<file path="config.mk">
export PLATFORM = sky130hd
export DESIGN_NAME = hazard_scoreboard
export DESIGN_NICKNAME = d
export VERILOG_FILES = /design/src/rtl/hazard_scoreboard.sv
export SDC_FILE = /design/constraint.sdc
export NUM_CORES = 1
export LEC_CHECK = 0
export CAP_MARGIN = 20
export CORE_ASPECT_RATIO = 1.2
export CORE_MARGIN = 5
export CORE_UTILIZATION = 40
export DETAILED_ROUTE_END_ITERATION = 10
export PLACE_DENSITY = 0.72
export SETUP_SLACK_MARGIN = 0.15
export SYNTH_ARGS = -nofsm -noshare
export SYNTH_HDL_FRONTEND = slang
export SYNTH_SLANG_ARGS = --single-unit
</file>
<file path="constraint.sdc">
create_clock -name aclk -period 2.8 [get_ports aclk]
set_input_delay 0.28 -clock aclk [delete_from_list [all_inputs] [get_ports aclk]]
set_output_delay 0.28 -clock aclk [all_outputs]
set_load 0.01 [all_outputs]
</file>
<file path="src/rtl/hazard_scoreboard.sv">
// Register-hazard scoreboard for the ID stage of an in-order pipeline.
// Tracks, per architectural register, how many pipeline advances remain
// before the youngest in-flight producer's result can be forwarded. It also
// tracks whether a serialising (CSR/ertn/idle-class) instruction is
// outstanding. From that state and the current ID instruction it decides
// combinationally whether ID must stall.
module hazard_scoreboard #(
  parameter int NUM_SRC = 3,
  parameter int NUM_GR  = 32,
  parameter int GR_W    = 5,
  parameter int LAT_W   = 2
) (
  input  logic                    aclk,
  input  logic                    resetn,
  input  logic                    issue_valid,
  input  logic [NUM_SRC*GR_W-1:0] issue_rs,
  input  logic [NUM_SRC-1:0]      issue_rs_en,
  input  logic [GR_W-1:0]         issue_rd,
  input  logic                    issue_wen,
  input  logic [LAT_W-1:0]        issue_lat,
  input  logic                    issue_serial,
  input  logic                    ex_allow_in,
  input  logic                    pipe_adv,
  input  logic                    serial_done,
  input  logic                    flush,
  output logic                    stall,
  output logic                    issue_fire,
  output logic [NUM_GR-1:0]       busy_vec,
  output logic                    serial_pending
);

  // Per-register countdown of pipeline advances until forwardable.
  logic [LAT_W-1:0] cnt_q [NUM_GR];
  logic [LAT_W-1:0] cnt_d [NUM_GR];

  // Serialising instruction in flight.
  logic serial_q;
  logic serial_d;

  // Decoded source register numbers and per-port hazard flags.
  logic [GR_W-1:0]    src_num [NUM_SRC];
  logic [NUM_SRC-1:0] src_hazard;

  logic any_busy;
  logic load_en;
  logic serial_set;

  // A register is busy while its countdown is nonzero.
  always_comb begin
    for (int r = 0; r < NUM_GR; r++) begin
      busy_vec[r] = (cnt_q[r] != '0);
    end
  end

  assign any_busy       = |busy_vec;
  assign serial_pending = serial_q;

  // Evaluate every source port in parallel against pre-issue state only, so
  // an instruction that reads and writes the same register never hazards on
  // itself.
  always_comb begin
    // NOTE: every combinational output gets a default before any condition,
    // so no path leaves it unassigned and no latch is inferred.
    src_hazard = '0;
    for (int i = 0; i < NUM_SRC; i++) begin
      src_num[i]    = issue_rs[i*GR_W +: GR_W];
      src_hazard[i] = issue_rs_en[i] && (src_num[i] != '0) && busy_vec[src_num[i]];
    end
  end

  // Stall and fire are purely combinational, so ID is released in the same
  // cycle in which the last blocking counter reads zero.
  assign stall = issue_valid &&
                 ((|src_hazard) || serial_q || (issue_serial && any_busy));

  assign issue_fire = issue_valid && ex_allow_in && !stall;

  assign load_en    = issue_fire && issue_wen && (issue_rd != '0);
  assign serial_set = issue_fire && issue_serial;

  // Counter next state. Flush beats everything. A fresh load beats a
  // decrement because the youngest producer defines when the register
  // becomes forwardable. Decrements saturate at zero.
  always_comb begin
    for (int r = 0; r < NUM_GR; r++) begin
      cnt_d[r] = cnt_q[r];
      if (flush) begin
        cnt_d[r] = '0;
      end else if (load_en && (issue_rd == GR_W'(r))) begin
        cnt_d[r] = issue_lat;
      end else if (pipe_adv && (cnt_q[r] != '0)) begin
        cnt_d[r] = cnt_q[r] - LAT_W'(1);
      end
    end
    // Register 0 is hardwired zero and never becomes busy.
    cnt_d[0] = '0;
  end

  // Serial-pending next state. A coincident set and clear resolves to a
  // clear only when a serial instruction was already outstanding, so the
  // clear acts on the older instruction and the new one stays tracked.
  always_comb begin
    serial_d = serial_q;
    if (flush) begin
      serial_d = 1'b0;
    end else if (serial_set && serial_done) begin
      serial_d = !serial_q;
    end else if (serial_set) begin
      serial_d = 1'b1;
    end else if (serial_done) begin
      serial_d = 1'b0;
    end
  end

  // State registers, cleared asynchronously by resetn.
  always_ff @(posedge aclk or negedge resetn) begin
    if (!resetn) begin
      // NOTE: the counter array must be reset like ordinary flops. Stale
      // busy bits after reset would deadlock issue, so this array is not a
      // RAM whose contents may power up unknown.
      for (int r = 0; r < NUM_GR; r++) begin
        cnt_q[r] <= '0;
      end
      serial_q <= 1'b0;
    end else begin
      // NOTE: sequential state uses non-blocking assignments so every flop
      // samples the pre-edge values, independent of statement order.
      for (int r = 0; r < NUM_GR; r++) begin
        cnt_q[r] <= cnt_d[r];
      end
      serial_q <= serial_d;
    end
  end

endmodule

</file>
Word level (Yosys, flattened, before mapping):

Index checks and enable logic that the tools add are counted.

* register bits after elaboration: 63
* input port bits: 34
* output and inout bits: 35
* word-level logic and storage cells: 349

* add/sub/neg operators: 31
* order comparisons: 3
* equality and inequality tests: 31
* muxes and demuxes: 103
* reductions and logical operators: 149

Operators with widths (number)
* 2-bit 2-to-1 mux: 93
* 3-bit nonzero test: 31
* 5-bit == test, second input constant: 16
* 1-bit logical AND: 76
* 2-bit nonzero test: 31
* 2-bit by 1-bit subtractor with 2-bit output, second input constant: 31
* 5-bit by 4-bit == test with 1-bit output, second input constant: 8
* 31-bit OR reduction: 1
* 5-bit by 3-bit == test with 1-bit output, second input constant: 4
* 5-bit nonzero test: 4
* 5-bit by 6-bit less-than comparator with 1-bit output, second input constant: 3
* 1-bit binary-select mux with 5-bit select: 3
* 5-bit by 2-bit == test with 1-bit output, second input constant: 2
* 1-bit 2-to-1 mux: 7
* 5-bit by 1-bit == test with 1-bit output, second input constant: 1
* 4-bit nonzero test: 1
* 3-bit OR reduction: 1
* 1-bit logical NOT: 2
* 1-bit logical OR: 2

Longest topological paths before layout:

* depth in word-level cells: 15
* depth in mapped cells: 9

Worst setup path after synthesis:

OpenSTA, ideal clock, no wires.

* kind: register to output
* from: register cnt_q[52] in the netlist's numbering
* to: output port stall
* data arrival time: 2.231 ns
* data required time: 2.520 ns
* slack: 0.289 ns
* stages on the path, launching flop included: 10
* path through: dfrtp_1 inv_1 ha_1 mux2i_1 mux4_2 o32a_1 a31oi_4 buf_6 nand3_1 and2_1

* word-level cells in the longest chain between the ends: 8

Ends and longest elaborated chain
* from (decl): line 33 `logic [LAT_W-1:0] cnt_q [NUM_GR];`
* from (signal, indexed assignment): line 129 `cnt_q[r] <= cnt_d[r];`
* 2-bit nonzero test *: line 51 `busy_vec[r] = (cnt_q[r] != '0);`
* 1-bit binary-select mux with 5-bit select: line 67 `src_hazard[i] = issue_rs_en[i] && (src_num[i] != '0) && busy_vec[src_num[i]];`
* 1-bit 2-to-1 mux (not written as such): line 67
* 1-bit logical AND: line 67
* 3-bit OR reduction: line 74 `((|src_hazard) || serial_q || (issue_serial && any_busy));`
* 1-bit logical OR: line 74
* 1-bit logical OR *: line 74
* 1-bit logical AND *: line 73 `assign stall = issue_valid &&`
* to (decl): line 26 `output logic stall,`

Mark *: on every way between the ends. The rest lies on a longest branch, timed or not. The select of a mux whose other input is x is not followed.

Worst setup path after layout:

* from: register cnt_q[5] in the netlist's numbering
* to: output port stall

Same word-level chain as after synthesis.

==> impl_metrics.env <==
export IMPL_status="finished with violations"
export IMPL_failed_checks="negative hold slack, negative setup slack"
export IMPL_crit_fanout=5
export IMPL_critical_path_at_ns=2.53
export IMPL_cts_made_buffers=9
export IMPL_power_density_mw_per_mm2=689
export IMPL_rsz0062_at_grt="true"
export IMPL_vias=5546
export IMPL_drc_violations=0
export IMPL_number_of_pins_with_negative_max_slew_slack_in_the_final_report=0
export IMPL_core_area_mm2=0.0139
export IMPL_criticalPathCategory="reg -> out"
export IMPL_netlist_cell_type_count=52
export IMPL_post_synth_cell_area_avg_um2=8.76
export IMPL_synthArstFlopShare_pct=100
export IMPL_wl_per_instance_um=19.8
export IMPL_max_cap_violations=0
export IMPL_final_hold_worst_slack_ns=-0.00455
export IMPL_wirelength_um=19300
export IMPL_startpoint_type="flop"
export IMPL_power_leakage_nw=3.88
export IMPL_post_route_cells_drive_above_1_share_pct=36.3
export IMPL_finish_cell_count_without_fillers=973
export IMPL_cts_root_to_sink_buffers=2
export IMPL_number_of_violations_reported_at_the_end_of_detailed_routing_iteration_0=389
export IMPL_dp_cells=932
export IMPL_chipHeight_um=141
export IMPL_buffer_ports_inserted=67
export IMPL_grt_first_pass_wirelength_um=27600
export IMPL_starting_utilization_of_the_core_area_pct=40.9
export IMPL_io_pins=69
export IMPL_ctsHtreeMaxLevel=3
export IMPL_clock_skew_ns=0.00550
export IMPL_drtPass1Iterations=5
export IMPL_clk_transition_reported_paths_ns=0.05
export IMPL_dp_hpwl_um=11400
export IMPL_diodes=0
export IMPL_synth_sequential_area_ratio_pct=27.8
export IMPL_placedInstanceArea_mm2=0.00703
export IMPL_postLayoutCoreUtil_pct=61.4
export IMPL_period_minus_ws_final_ns=2.81
export IMPL_timing_fmax_mhz=356
export IMPL_crit_required_ns=2.52
export IMPL_first_global_vias=5388
export IMPL_critPathCaptureType="output port"
export IMPL_synth_edff_count=0
export IMPL_globalRoute_totalOverflow=0
export IMPL_finalWorstSetupSlack_ns=-0.00755
export IMPL_layout_worst_path_cycle_share_pct=100
export IMPL_antenna_found_initial=0
export IMPL_setup_total_negative_slack_ns=-0.00755
export IMPL_timing_slew_headroom_pct=52.1
export IMPL_rows=47
export IMPL_dp_worst_setup_slack_ns=-0.540
export IMPL_die_width_um=119
export IMPL_worst_skew_pair_late_latency_ns=0.34
export IMPL_post_synth_inst_count=648
export IMPL_cts_tree="built"
export IMPL_finalInstanceArea_mm2=0.00852
export IMPL_grt_max_degree=65
export IMPL_hold_viol=14
export IMPL_top_ff_cell_synth="sky130_fd_sc_hd__dfrtp_1"
export IMPL_setup_violations=1
export IMPL_gp_congestion=0.905
export IMPL_synth_seq_cells=63
export IMPL_drtAntennaViolNets=0
export IMPL_syn_to_final_growth_pct=49.9
export IMPL_worst_hold_path_type="in -> async"
export IMPL_synth_yosys_warnings=0
export IMPL_synth_area_mm2=0.00568
export IMPL_synthesis_nets=713
export IMPL_final_fill_count=1036
export IMPL_worst_slew_pin_transition_ns=0.719
export IMPL_worst_ir_drop_vdd_mv=0.504
export IMPL_global_route_usage_total_pct=20.8
export IMPL_die_area_mm2=0.0167
export IMPL_clock_root_buffer="sky130_fd_sc_hd__clkbuf_16"
export IMPL_vias_per_cell=5.70
export IMPL_tritoncts_num_sinks=63
export IMPL_num_nets_final=862
[final cells by class]
type / count / area, µm² / share of cell area, %
Clock buffer: 14 / 284 / 3.34
Clock inverter: 2 / 60.1 / 0.705
Inverter: 95 / 357 / 4.19
Multi-Input combinational cell: 452 / 4310 / 50.6
Sequential cell: 63 / 1580 / 18.5
Tap cell: 171 / 214 / 2.51
Timing Repair Buffer: 176 / 1720 / 20.2
[through the flow]
stage / power, mW / hold slack, ns
floorplan: 2.55 / -0.0156
finish: 5.87 / -0.00455
global placement: 3.48 / 0.356
global route: 6.12 / 0.0383
detailed placement: 3.54 / 0.360
CTS: 5.47 / 0.00469
[critical path, cell delays in order, from the launching register on]
cell and delay (ns):
sky130_fd_sc_hd__dfrtp_1 0.35, sky130_fd_sc_hd__inv_1 0.07, sky130_fd_sc_hd__ha_4 0.18, sky130_fd_sc_hd__mux4_2 0.47, sky130_fd_sc_hd__mux4_2 0.51, sky130_fd_sc_hd__nor2_4 0.15, sky130_fd_sc_hd__a31oi_4 0.06, sky130_fd_sc_hd__nand3_4 0.14
sky130_fd_sc_hd__and2_4 0.15, sky130_fd_sc_hd__buf_6 0.09
[per-layer routing]
| layer | GRT usage, % | up-vias | wire length [µm] |
|---|---|---|---|
| met2 | 35.6 | 281 | 9500 |
| li1 | - | 2481 | - |
| met5 | 0 | - | 0 |
| met3 | 4.84 | 63 | 1700 |
| met1 | 24.9 | 2721 | 7320 |
| met4 | 8.97 | 0 | 743 |
[flip-flops by register name, indices dropped and copies added (netlist names)]
signal / cells
cnt_q: 62
serial_pending: 1
[synthesized netlist by cell type (all sizes together), types with 2 or more instances]
master,instances,area share [%]
nand4b,2,0.31
mux2i,14,2.5
nor2,131,8.7
inv,95,6.3
nand3,6,0.53
nand2,39,2.6
a21oi,32,2.8
clkbuf,16,1.1
o22ai,2,0.22
mux2,63,12
dfrtp,63,28
o21ai,2,0.18
buf,22,2.5
or2,2,0.22
nand2b,4,0.44
nor4,2,0.22
mux4,18,7.1
nor3b,2,0.26
nand4,38,7.4
xnor2,31,4.8
ha,31,6.8
and2,2,0.22
nor2b,7,0.77
a311oi,2,0.42
a31oi,2,0.48
nand3b,3,0.40
[cell usage in the layout, fill, tap and decap left out, types with 3 or more instances in the layout]
| cell type | instances |
|---|---|
| sky130_fd_sc_hd__nor2_1 | 128 |
| sky130_fd_sc_hd__buf_4 | 88 |
| sky130_fd_sc_hd__inv_1 | 73 |
| sky130_fd_sc_hd__dfrtp_1 | 63 |
| sky130_fd_sc_hd__clkdlybuf4s50_1 | 60 |
| sky130_fd_sc_hd__mux2_4 | 46 |
| sky130_fd_sc_hd__nand2_1 | 39 |
| sky130_fd_sc_hd__a21oi_1 | 32 |
| sky130_fd_sc_hd__xnor2_1 | 31 |
| sky130_fd_sc_hd__nand4_4 | 25 |
| sky130_fd_sc_hd__inv_2 | 22 |
| sky130_fd_sc_hd__ha_4 | 21 |
| sky130_fd_sc_hd__mux4_2 | 18 |
| sky130_fd_sc_hd__mux2_1 | 14 |
| sky130_fd_sc_hd__mux2i_1 | 14 |
| sky130_fd_sc_hd__clkbuf_16 | 11 |
| sky130_fd_sc_hd__nand4_1 | 9 |
| sky130_fd_sc_hd__buf_6 | 9 |
| sky130_fd_sc_hd__nor2b_1 | 7 |
| sky130_fd_sc_hd__nand3_1 | 5 |
| sky130_fd_sc_hd__ha_2 | 5 |
| sky130_fd_sc_hd__ha_1 | 5 |
| sky130_fd_sc_hd__buf_16 | 5 |
| sky130_fd_sc_hd__buf_12 | 5 |
| sky130_fd_sc_hd__nand4_2 | 4 |
| sky130_fd_sc_hd__nand2b_1 | 4 |
| sky130_fd_sc_hd__clkbuf_8 | 4 |
| sky130_fd_sc_hd__mux2_2 | 3 |
| sky130_fd_sc_hd__nand3b_1 | 3 |
| sky130_fd_sc_hd__dlymetal6s2s_1 | 3 |
| sky130_fd_sc_hd__buf_2 | 3 |
[what timing repair did]
item,CTS,global route
endpoints found under the setup margin,64,64
gates cloned,4,3
buffers inserted,4,14
hold buffers,0,0
resized for setup,114,81
pin swaps,15,22
[report_power, final]
part	switching [mW]	internal (mW)	leakage, nW
Clock	0.418	0.877	0.169
Combinational	1.79	1.69	2.83
Sequential	0.0585	1.04	0.875
[worst paths after layout]
kind                       slack [ns]                   from                          to  cells past startpoint
min in group aclk                0.51            serial_done  serial_pending$_DFFE_PN0P_                      2
hold / removal                 -0.005                 resetn       cnt_q[23]$_DFFE_PN0P_                      1
setup / recovery               -0.008   cnt_q[5]$_DFFE_PN0P_                       stall                      9
setup reg to reg                 0.01  cnt_q[49]$_DFFE_PN0P_       cnt_q[47]$_DFFE_PN0P_                     10
max in group asynchronous        2.14                 resetn       cnt_q[61]$_DFFE_PN0P_                      2
hold reg to reg                  0.63  cnt_q[33]$_DFFE_PN0P_       cnt_q[33]$_DFFE_PN0P_                      3
[cells by family (layout without fill, tap and decap cells)]
| family | after synthesis | after routing | share of synthesized area, % |
|---|---|---|---|
| adders and majority gates | 31 | 31 | 6.83 |
| DFF | 63 | 63 | 27.8 |
| other | 1 | 1 | 0.0660 |
| AOI/OAI and AO/OA | 51 | 51 | 5.93 |
| and+or+nand+nor | 243 | 243 | 22.7 |
| xor gates and xnor gates | 31 | 31 | 4.78 |
| muxes | 95 | 95 | 22.1 |
| buffers and inverters | 133 | 287 | 9.87 |
Note: power is estimated with default switching activity, not from simulation.
